File: config.mk
export PLATFORM = sky130hd
export DESIGN_NAME = fetch_unit
export DESIGN_NICKNAME = d
export VERILOG_FILES = /design/src/rtl/fetch_unit.sv
export SDC_FILE = /design/constraint.sdc
export NUM_CORES = 1
export LEC_CHECK = 0
export CORE_UTILIZATION = 51
export CTS_CLUSTER_SIZE = 30
export DETAILED_ROUTE_END_ITERATION = 12
export PLACE_DENSITY = 0.88
export SLEW_MARGIN = 20
export SYNTH_ARGS = -nofsm -noshare
export SYNTH_HDL_FRONTEND = slang
export SYNTH_SLANG_ARGS = --single-unit
File: constraint.sdc
create_clock -name clk -period 6.4 [get_ports clk]
set_input_delay 0.96 -clock clk [delete_from_list [all_inputs] [get_ports clk]]
set_output_delay 0.96 -clock clk [all_outputs]
set_load 0.02 [all_outputs]
File: src/rtl/fetch_unit.sv
// Instruction-fetch stage: owns the PC, reads a combinational instruction memory and
// queues {pc, inst} for decode. Define FETCH_PERF_CNT_EN to add fetch/stall counters.
module fetch_unit #(
  parameter logic [31:0] RESET_PC = 32'h0000_0000,
  parameter int unsigned DEPTH    = 2
) (
  input  logic        clk,
  input  logic        rst,
  output logic [31:0] imem_addr,
  input  logic [31:0] imem_inst,
  input  logic        redirect_valid,
  input  logic [31:0] redirect_pc,
  output logic        out_valid,
  input  logic        out_ready,
  output logic [31:0] out_inst,
  output logic [31:0] out_pc,
  output logic [31:0] out_pc_plus4
`ifdef FETCH_PERF_CNT_EN
  ,
  output logic [31:0] fetch_count,
  output logic [31:0] stall_count
`endif
);

  localparam int unsigned PTR_W = (DEPTH > 1) ? $clog2(DEPTH) : 1;
  localparam int unsigned CNT_W = PTR_W + 1;
  localparam logic [31:0] RESET_PC_ALIGNED = {RESET_PC[31:2], 2'b00};

  logic [31:0]      pc_q, pc_d;
  logic [PTR_W-1:0] rd_q, rd_d;
  logic [PTR_W-1:0] wr_q, wr_d;
  logic [CNT_W-1:0] count_q, count_d;
  logic [31:0]      q_pc_q   [DEPTH];
  logic [31:0]      q_inst_q [DEPTH];

  logic             full_s;
  logic             pop_s;
  logic             push_s;
  logic [31:0]      head_pc_s;
  logic [31:0]      head_inst_s;
  logic             unused_redirect_lsb_s;

  assign unused_redirect_lsb_s = ^redirect_pc[1:0];

  assign imem_addr   = pc_q;
  assign full_s      = (count_q == CNT_W'(DEPTH));
  assign out_valid   = (count_q != {CNT_W{1'b0}});
  assign pop_s       = out_valid & out_ready;
  assign push_s      = ~redirect_valid & (~full_s | pop_s);
  assign head_pc_s   = q_pc_q[rd_q];
  assign head_inst_s = q_inst_q[rd_q];

  // Head entry is presented only while valid; an empty queue shows all zeros.
  always_comb begin
    if (out_valid) begin
      out_pc       = head_pc_s;
      out_inst     = head_inst_s;
      out_pc_plus4 = head_pc_s + 32'd4;
    end else begin
      out_pc       = 32'h0000_0000;
      out_inst     = 32'h0000_0000;
      out_pc_plus4 = 32'h0000_0000;
    end
  end

  // Next-state for PC, pointers and occupancy; a redirect overrides push and pop.
  always_comb begin
    pc_d    = pc_q;
    rd_d    = rd_q;
    wr_d    = wr_q;
    count_d = count_q;
    if (redirect_valid) begin
      pc_d    = {redirect_pc[31:2], 2'b00};
      rd_d    = {PTR_W{1'b0}};
      wr_d    = {PTR_W{1'b0}};
      count_d = {CNT_W{1'b0}};
    end else begin
      if (push_s) begin
        pc_d = pc_q + 32'd4;
        wr_d = wr_q + PTR_W'(1);
      end else begin
        pc_d = pc_q;
        wr_d = wr_q;
      end
      if (pop_s) begin
        rd_d = rd_q + PTR_W'(1);
      end else begin
        rd_d = rd_q;
      end
      case ({push_s, pop_s})
        2'b10:   count_d = count_q + CNT_W'(1);
        2'b01:   count_d = count_q - CNT_W'(1);
        default: count_d = count_q;
      endcase
    end
  end

  // Control state registers.
  always_ff @(posedge clk) begin
    if (rst) begin
      pc_q    <= RESET_PC_ALIGNED;
      rd_q    <= {PTR_W{1'b0}};
      wr_q    <= {PTR_W{1'b0}};
      count_q <= {CNT_W{1'b0}};
    end else begin
      pc_q    <= pc_d;
      rd_q    <= rd_d;
      wr_q    <= wr_d;
      count_q <= count_d;
    end
  end

  // Queue storage: tail write on push.
  always_ff @(posedge clk) begin
    if (rst) begin
      for (int i = 0; i < DEPTH; i++) begin
        q_pc_q[i]   <= 32'h0000_0000;
        q_inst_q[i] <= 32'h0000_0000;
      end
    end else if (push_s) begin
      q_pc_q[wr_q]   <= pc_q;
      q_inst_q[wr_q] <= imem_inst;
    end else begin
      q_pc_q[wr_q]   <= q_pc_q[wr_q];
      q_inst_q[wr_q] <= q_inst_q[wr_q];
    end
  end

`ifdef FETCH_PERF_CNT_EN
  logic [31:0] fetch_count_q;
  logic [31:0] stall_count_q;
  logic        stall_s;

  assign stall_s     = full_s & ~pop_s & ~redirect_valid;
  assign fetch_count = fetch_count_q;
  assign stall_count = stall_count_q;

  // Free-running performance counters, wrapping modulo 2^32.
  always_ff @(posedge clk) begin
    if (rst) begin
      fetch_count_q <= 32'h0000_0000;
      stall_count_q <= 32'h0000_0000;
    end else begin
      fetch_count_q <= push_s  ? fetch_count_q + 32'd1 : fetch_count_q;
      stall_count_q <= stall_s ? stall_count_q + 32'd1 : stall_count_q;
    end
  end
`endif

endmodule

## Yosys cells after proc, flatten, opt, wreduce, memory -nomap -nowiden

Memories as Yosys holds them, arrays and structs flattened. A register that Yosys moved wholly into a read port is not among the register bits.
Index checks and enable logic that the tools add are counted.

- Bits in registers: 36
- Memory bits (writable): 128
- Bits of input ports: 68
- Output and inout bits: 129
- Logic and storage cells: 57
- Memories: 2

Memory list:

| name | depth | width | read ports | clocked after Yosys merged registers in | write ports | RTL line | RTL |
|---|---|---|---|---|---|---|---|
| q_inst_q | 2 | 32 | 1 | 1 | 2 | 34 | `logic [31:0] q_inst_q [DEPTH];` |
| q_pc_q | 2 | 32 | 1 | 1 | 2 | 33 | `logic [31:0] q_pc_q [DEPTH];` |

- Add/subtract/negate cells: 6
- Eq/ne operators: 4
- Multiplexer cells: 26
- Bitwise logic cells: 7
- Reductions and logical operators: 7

Operators with widths:

| kind | number |
|---|---|
| 2-to-1 mux 32 bit | 9 |
| adder 32 x 3 -> 32 bit (second input constant) | 2 |
| OR reduction 32 bit | 2 |
| 2-to-1 mux 1 bit | 16 |
| nonzero test 2 bit | 3 |
| == test 2 bit (second input constant) | 2 |
| one-hot mux 2 bit (2 select lines) | 1 |
| OR 1 bit | 3 |
| adder 1 bit (second input constant) | 2 |
| adder 2 x 1 -> 2 bit (second input constant) | 1 |
| AND 1 bit | 2 |
| == test 2 x 1 -> 1 bit (second input constant) | 1 |
| NOT 1 bit | 2 |
| AND reduction 2 bit | 1 |
| OR reduction 2 bit | 1 |
| subtractor 2 x 1 -> 2 bit (second input constant) | 1 |
| != test 0 bit | 1 |

## Longest topological paths before layout

Gate-level depths: netlist (run 1).

- Word-level depth: 11
- Mapped depth: 12
- Mapped depth without buffers: 7

## Least setup slack after synthesis (run 1)

Ideal clock, no wire load.

- Path type: input -> register
- From: input out_ready
- To: memory q_inst_q[0][0], enable pin
- Arrival: 4.396 ns
- Required time: 5.905 ns
- Slack: 1.509 ns
- Stages on the path: 4
- Path buffers: 1
- Path through: or3b_2 -> clkbuf_1 -> nand2_1 -> o21bai_1

RTL lines:

| what | RTL line | RTL |
|---|---|---|
| from (decl) | 14 | `input logic out_ready,` |
| to (decl) | 34 |  |

==> impl_metrics.toml, run 1 <==
[global_routing]
grt_pass1_vias = 6013
grt_max_degree = 89
grt_pass1_wl_microns = 30600
grt_usage_pct = 23.9
antenna_found_initial = 0
grt_overflow = 0

[floorplan]
die_h_microns = 130
rows = 46
die_x_microns = 130
die-area_sq_um = 16800
start_util_pct = 52.4
ioPinCount = 197
coreArea_sq_um = 15900

[clock_tree]
cts_buffers = 17
clk_pin_slew_ns = 0.06
post-cts-setup-buffer-count = 0
cts.sinks = 159
cts_htree_levels = 4
cts_resized = 0
clock-root-buffer = "clkbuf_16"
cts_tree = "done"
clkLatencyLatePin_ns = 0.42
cts_hold_buf = 0
cts.path.max_buffers = 2

[timing]
slew_violations = 0
worst_hold_slack_ns = 0.519
fmax_mhz = 188
setup_violations = 0
finalHoldViolations = 0
clock_skew_ns = 0.00730
period_share_pct = 83.0
slew_headroom_pct = 27.8
rsz0062_at_grt = "false"
min_period_ns = 5.31
worstMarginPinSlew_ns = 1.08
finalSetupTns_ns = 0

[final_layout]
final_nets = 1015
drive_above_1_share_pct = 5.85
area_delta_synth_final_pct = 30.7
antennaDiodeCount = 0
postLayoutCoreUtil_pct = 68.5

[hold_path]
hold_class = "flip-flop to flip-flop"
hold_depth = 2

[synthesis]
async_reset_ff_share_pct = 0
synth_cell_types = 54
syn_area_sq_um = 8320
synth_ff_type = "edfxtp_1"
synth_edf_count = 124
yosys.area.top_type_share_pct = 44.7
ys_warn_count = 0
synth_top_cell_by_area = "edfxtp_1"
syn_avg_cell_area_sq_um = 10.6
ys_ff_latch = 159
ys_top_cells_by_area = "edfxtp_1, and2_1, dfxtp_1, mux2i_1, nor2_1"
ys_seq_area_share_pct = 53.1
syn_inst = 783

[worst_setup_path]
arrival_ns = 4.35
crit_required_ns = 5.44
ff2ff_path_depth = 6
cp-end-kind = "output pin"
path_max_fanout = 45
critPathKind = "flip-flop to output pin"
startpoint_type = "flip-flop"

[outcome]
status = "completed"

[power_and_ir_drop]
leakagePower_nw = 3.68
p_per_area_nw_per_um2 = 232
peakVddDrop_mv = 0.207

[placed_design]
dp_hpwl_microns = 13600
gp_congestion = 0.864
port_buffers = 188

[drt]
top_layer = "met4"
routedWlPerCell_microns = 17.0
wl_met3_microns = 1590
drtIter0Drc = 375
firstDrtPassIters = 5
m1WireLength_microns = 8470
routed_wl_microns = 20000
vias = 6440
met2WireLength_microns = 9500
vias_per_cell = 5.49
ant_nets = 0
drcViolationCount = 0

[flow_run]
drv_cap = 0
final timing paths:
check             start                to  slack, ns
max reg2reg  count_q[0]   q_inst_q[1][13]       2.99
min                rd_q         flip-flop       0.52
min reg2reg        rd_q         flip-flop       0.52
max           flip-flop  out_pc_plus4[22]       1.09
registers in the layout, summed over array words and instances (netlist names), named ones only:
register   cells
q_pc_q        60
rd_q           1
wr_q           1
q_inst_q      64
count_q        2
imem_addr     30
Yosys cell counts (all sizes together) (2+ instances only):
cell	number
nor4	25
a21oi	10
buf	17
clkinv	2
mux2	2
a22oi	2
dfxtp	35
o21ai	8
mux2i	61
nand3b	4
edfxtp	124
nor3b	2
a211oi	22
nand2	35
or3	7
o21bai	3
and4	4
a311oi	2
nand4b	7
clkbuf	43
o22ai	2
and2	126
nor3	17
nor4b	3
a211o	4
o31a	7
ha	3
nor2	107
xnor2	37
inv	6
or4	2
nand4	18
or2	3
nand3	15
nand2b	3
xor2	5
o31ai	2
worst max-delay path, cell delays in order, from the launching register on:
cell             delay, ns
dfxtp_4               0.80
buf_4                 0.57
mux2i_1               0.25
a211oi_2              0.46
nand4_1               0.57
o31a_1                0.45
nor3_1                0.13
clkdlybuf4s50_1       0.66
metal layers:
metal / vias up / global-route usage, %
met2: 251 / 39.4
met3: 29 / 5.90
met1: 3047 / 30.3
met4: 0 / 9.23
met5: - / 0
li1: 3113 / -
placed cells by master, fill, tap and decap left out, types with 15 or more instances in the layout:
cell type,n
nor2_1,106
and2_1,126
nand2_1,35
xnor2_1,37
clkbuf_16,17
nor3_1,16
clkdlybuf4s50_1,188
mux2i_1,61
a211oi_1,21
edfxtp_1,124
nand3_1,15
dfxtp_1,34
nor4_1,24
nand4_1,17
where the power goes:
group	internal, mW	switching (mW)	leakage (nW)
sequential	1.18	0.0518	1.61
combinational	0.155	0.183	1.81
clock	0.542	0.414	0.264
total	1.88	0.649	3.68
cell type report:
class,instances,area (sq um)
inverters,8,30.0
multi-input cells,561,3640
repair buffers,197,1950
well taps,216,270
flip-flops and latches,159,4430
clock buffers,18,429
clock inverters,14,134
fillers,1216,5010
per-stage QoR:
step | worst slack [ns] | area [sq um] | total power [mW] | cells
2_1_floorplan | 1.51 | 8340 | 1.43 | 788
3_3_place_gp | 1.53 | 10300 | 1.58 | 1141
3_5_place_dp | 1.47 | 10300 | 1.59 | 1141
4_1_cts | 1.02 | 10900 | 2.54 | 1173
5_1_grt | 0.805 | 10900 | 2.62 | 1173
6_report | 1.09 | 10900 | 2.53 | 1173
cell families after synthesis:
kind of cell	count (synthesis)	synth area share (%)
other cells	1	0.0450
compound gates	66	5.67
flops	159	53.1
simple gates	381	24.9
mux	63	7.61
fa+ha+maj	3	0.451
buf+inv	68	3.73
xor+xnor	42	4.42
(Power assumes the default switching activity.)
==> run 2: changes to the inputs <==
clock period = 5.1 ns   (was 6.4 ns; I/O delays follow)
==> impl_metrics.toml, run 2 (synthesis results as in run 1) <==
[clock_tree]
clock-root-buffer = "clkbuf_16"
cts.sinks = 159
post-cts-setup-buffer-count = 0
clkLatencyLatePin_ns = 0.43
clk_pin_slew_ns = 0.06
cts_resized = 0
cts_buffers = 17
cts_htree_levels = 4
cts.path.max_buffers = 2
cts_tree = "done"
cts_hold_buf = 0

[timing]
setup_violations = 0
fmax_mhz = 227
min_period_ns = 4.41
clock_skew_ns = 0.00945
finalSetupTns_ns = 0
setup_slack_ns = 0.690
slew_headroom_pct = 41.6
rsz0062_at_grt = "false"
worst_hold_slack_ns = 0.526
finalHoldViolations = 0
worstMarginPinSlew_ns = 0.876
slew_violations = 0
period_share_pct = 86.5

[outcome]
status = "completed"

[floorplan]
rows = 46
die_h_microns = 130
coreArea_sq_um = 15900
start_util_pct = 52.4
ioPinCount = 197
die-area_sq_um = 16800
die_x_microns = 130

[final_layout]
final_nets = 1018
top_register = "q_inst_q"
largest_register_ffs = 64
postLayoutCoreUtil_pct = 68.5
layout_commonest_cell = "clkdlybuf4s50_1"
drive_above_1_share_pct = 6.15
layout.cells.non_filler = 1176
antennaDiodeCount = 0
area_delta_synth_final_pct = 30.8
final_cell_mix = "clkdlybuf4s50_1, and2_1, edfxtp_1, nor2_1, mux2i_1"

[placed_design]
dp_hpwl_microns = 13700
port_buffers = 188
place_inst = 1144
pre_cts_ws_ns = 1.14
gp_congestion = 0.869

[drt]
drcViolationCount = 0
firstDrtPassIters = 5
drtIter0Drc = 341
routedWlPerCell_microns = 17.3
routed_wl_microns = 20300
ant_nets = 0
vias = 6447
vias_per_cell = 5.48

[global_routing]
grt_pass1_vias = 6045
antenna_found_initial = 0
grt_usage_pct = 24.1
grt_pass1_wl_microns = 30800
grt_overflow = 0
grt_max_degree = 88

[worst_setup_path]
arrival_ns = 3.64
reg2reg_to = "imem_addr[16]"
cp-end-kind = "output pin"
reg2reg_from = "imem_addr[5]"
startpoint_type = "flip-flop"
path_max_fanout = 49
r2r_slack_ns = 2.50
crit_required_ns = 4.34
ff2ff_path_depth = 5
critPathKind = "flip-flop to output pin"

[hold_path]
min_from = "rd_q"
hold_depth = 2
hold_class = "flip-flop to flip-flop"

[flow_run]
drv_cap = 0

[power_and_ir_drop]
peakVddDrop_mv = 0.274
leakagePower_nw = 3.69
p_per_area_nw_per_um2 = 288
-- run 2: cell types whose count changed in the layout (fill, tap and decap cells not counted), sizes merged --
| cell | before | now |
|---|---|---|
| buf | 9 | 12 |
| bufinv | 1 | 0 |
| clkbuf | 18 | 19 |
| clkinv | 5 | 6 |
| inv | 12 | 11 |
-- run 2: layer usage --
layer	routed length [microns]	track usage, %
met1	8610	30.1
met2	9720	40.0
met3	1480	5.45
met4	507	11.1
met5	0	0
-- run 2: per-stage QoR --
step / total power, mW / instance area [sq um]
6_report: 3.13 / 10900
5_1_grt: 3.23 / 10900
4_1_cts: 3.15 / 10900
3_5_place_dp: 2.00 / 10300
3_3_place_gp: 1.98 / 10300
2_1_floorplan: 1.80 / 8340
-- run 2: worst max-delay path by stage --
stage / start / slack [ns] / endpoint / cells past startpoint
detailed placement: flip-flop / 1.14 / out_pc_plus4[22] / 10
finish: flip-flop / 0.69 / out_pc_plus4[22] / 10
floorplan: out_ready / 0.40 / q_inst_q[0][0] / 4
CTS: flip-flop / 0.68 / out_pc_plus4[22] / 10
global route: flip-flop / 0.54 / out_pc_plus4[22] / 10
global placement: flip-flop / 1.19 / out_pc_plus4[22] / 10
-- run 2: where the power goes --
| part | switching [mW] | internal [mW] | total [mW] |
|---|---|---|---|
| Combinational | 0.230 | 0.196 | 0.426 |
| Sequential | 0.0659 | 1.48 | 1.55 |
| Clock | 0.528 | 0.630 | 1.16 |
| Total | 0.824 | 2.31 | 3.13 |
-- run 2: critical path: stages (launching register included) --
cell and delay, ns:
dfxtp_4 0.77, mux2_2 0.31, ha_1 0.14, inv_1 0.07
nor4_2 0.29, buf_4 0.19, nand4_1 0.09, buf_4 0.22
o31a_1 0.24, nor3_1 0.22, clkdlybuf4s50_1 0.66
-- run 2: layout make-up --
class	count	area [sq um]
Fill cell	1170	5000
Sequential cell	159	4430
Multi-Input combinational cell	561	3640
Timing Repair Buffer	200	1980
Clock buffer	19	433
Tap cell	216	270
Clock inverter	13	105
Inverter	8	30.0
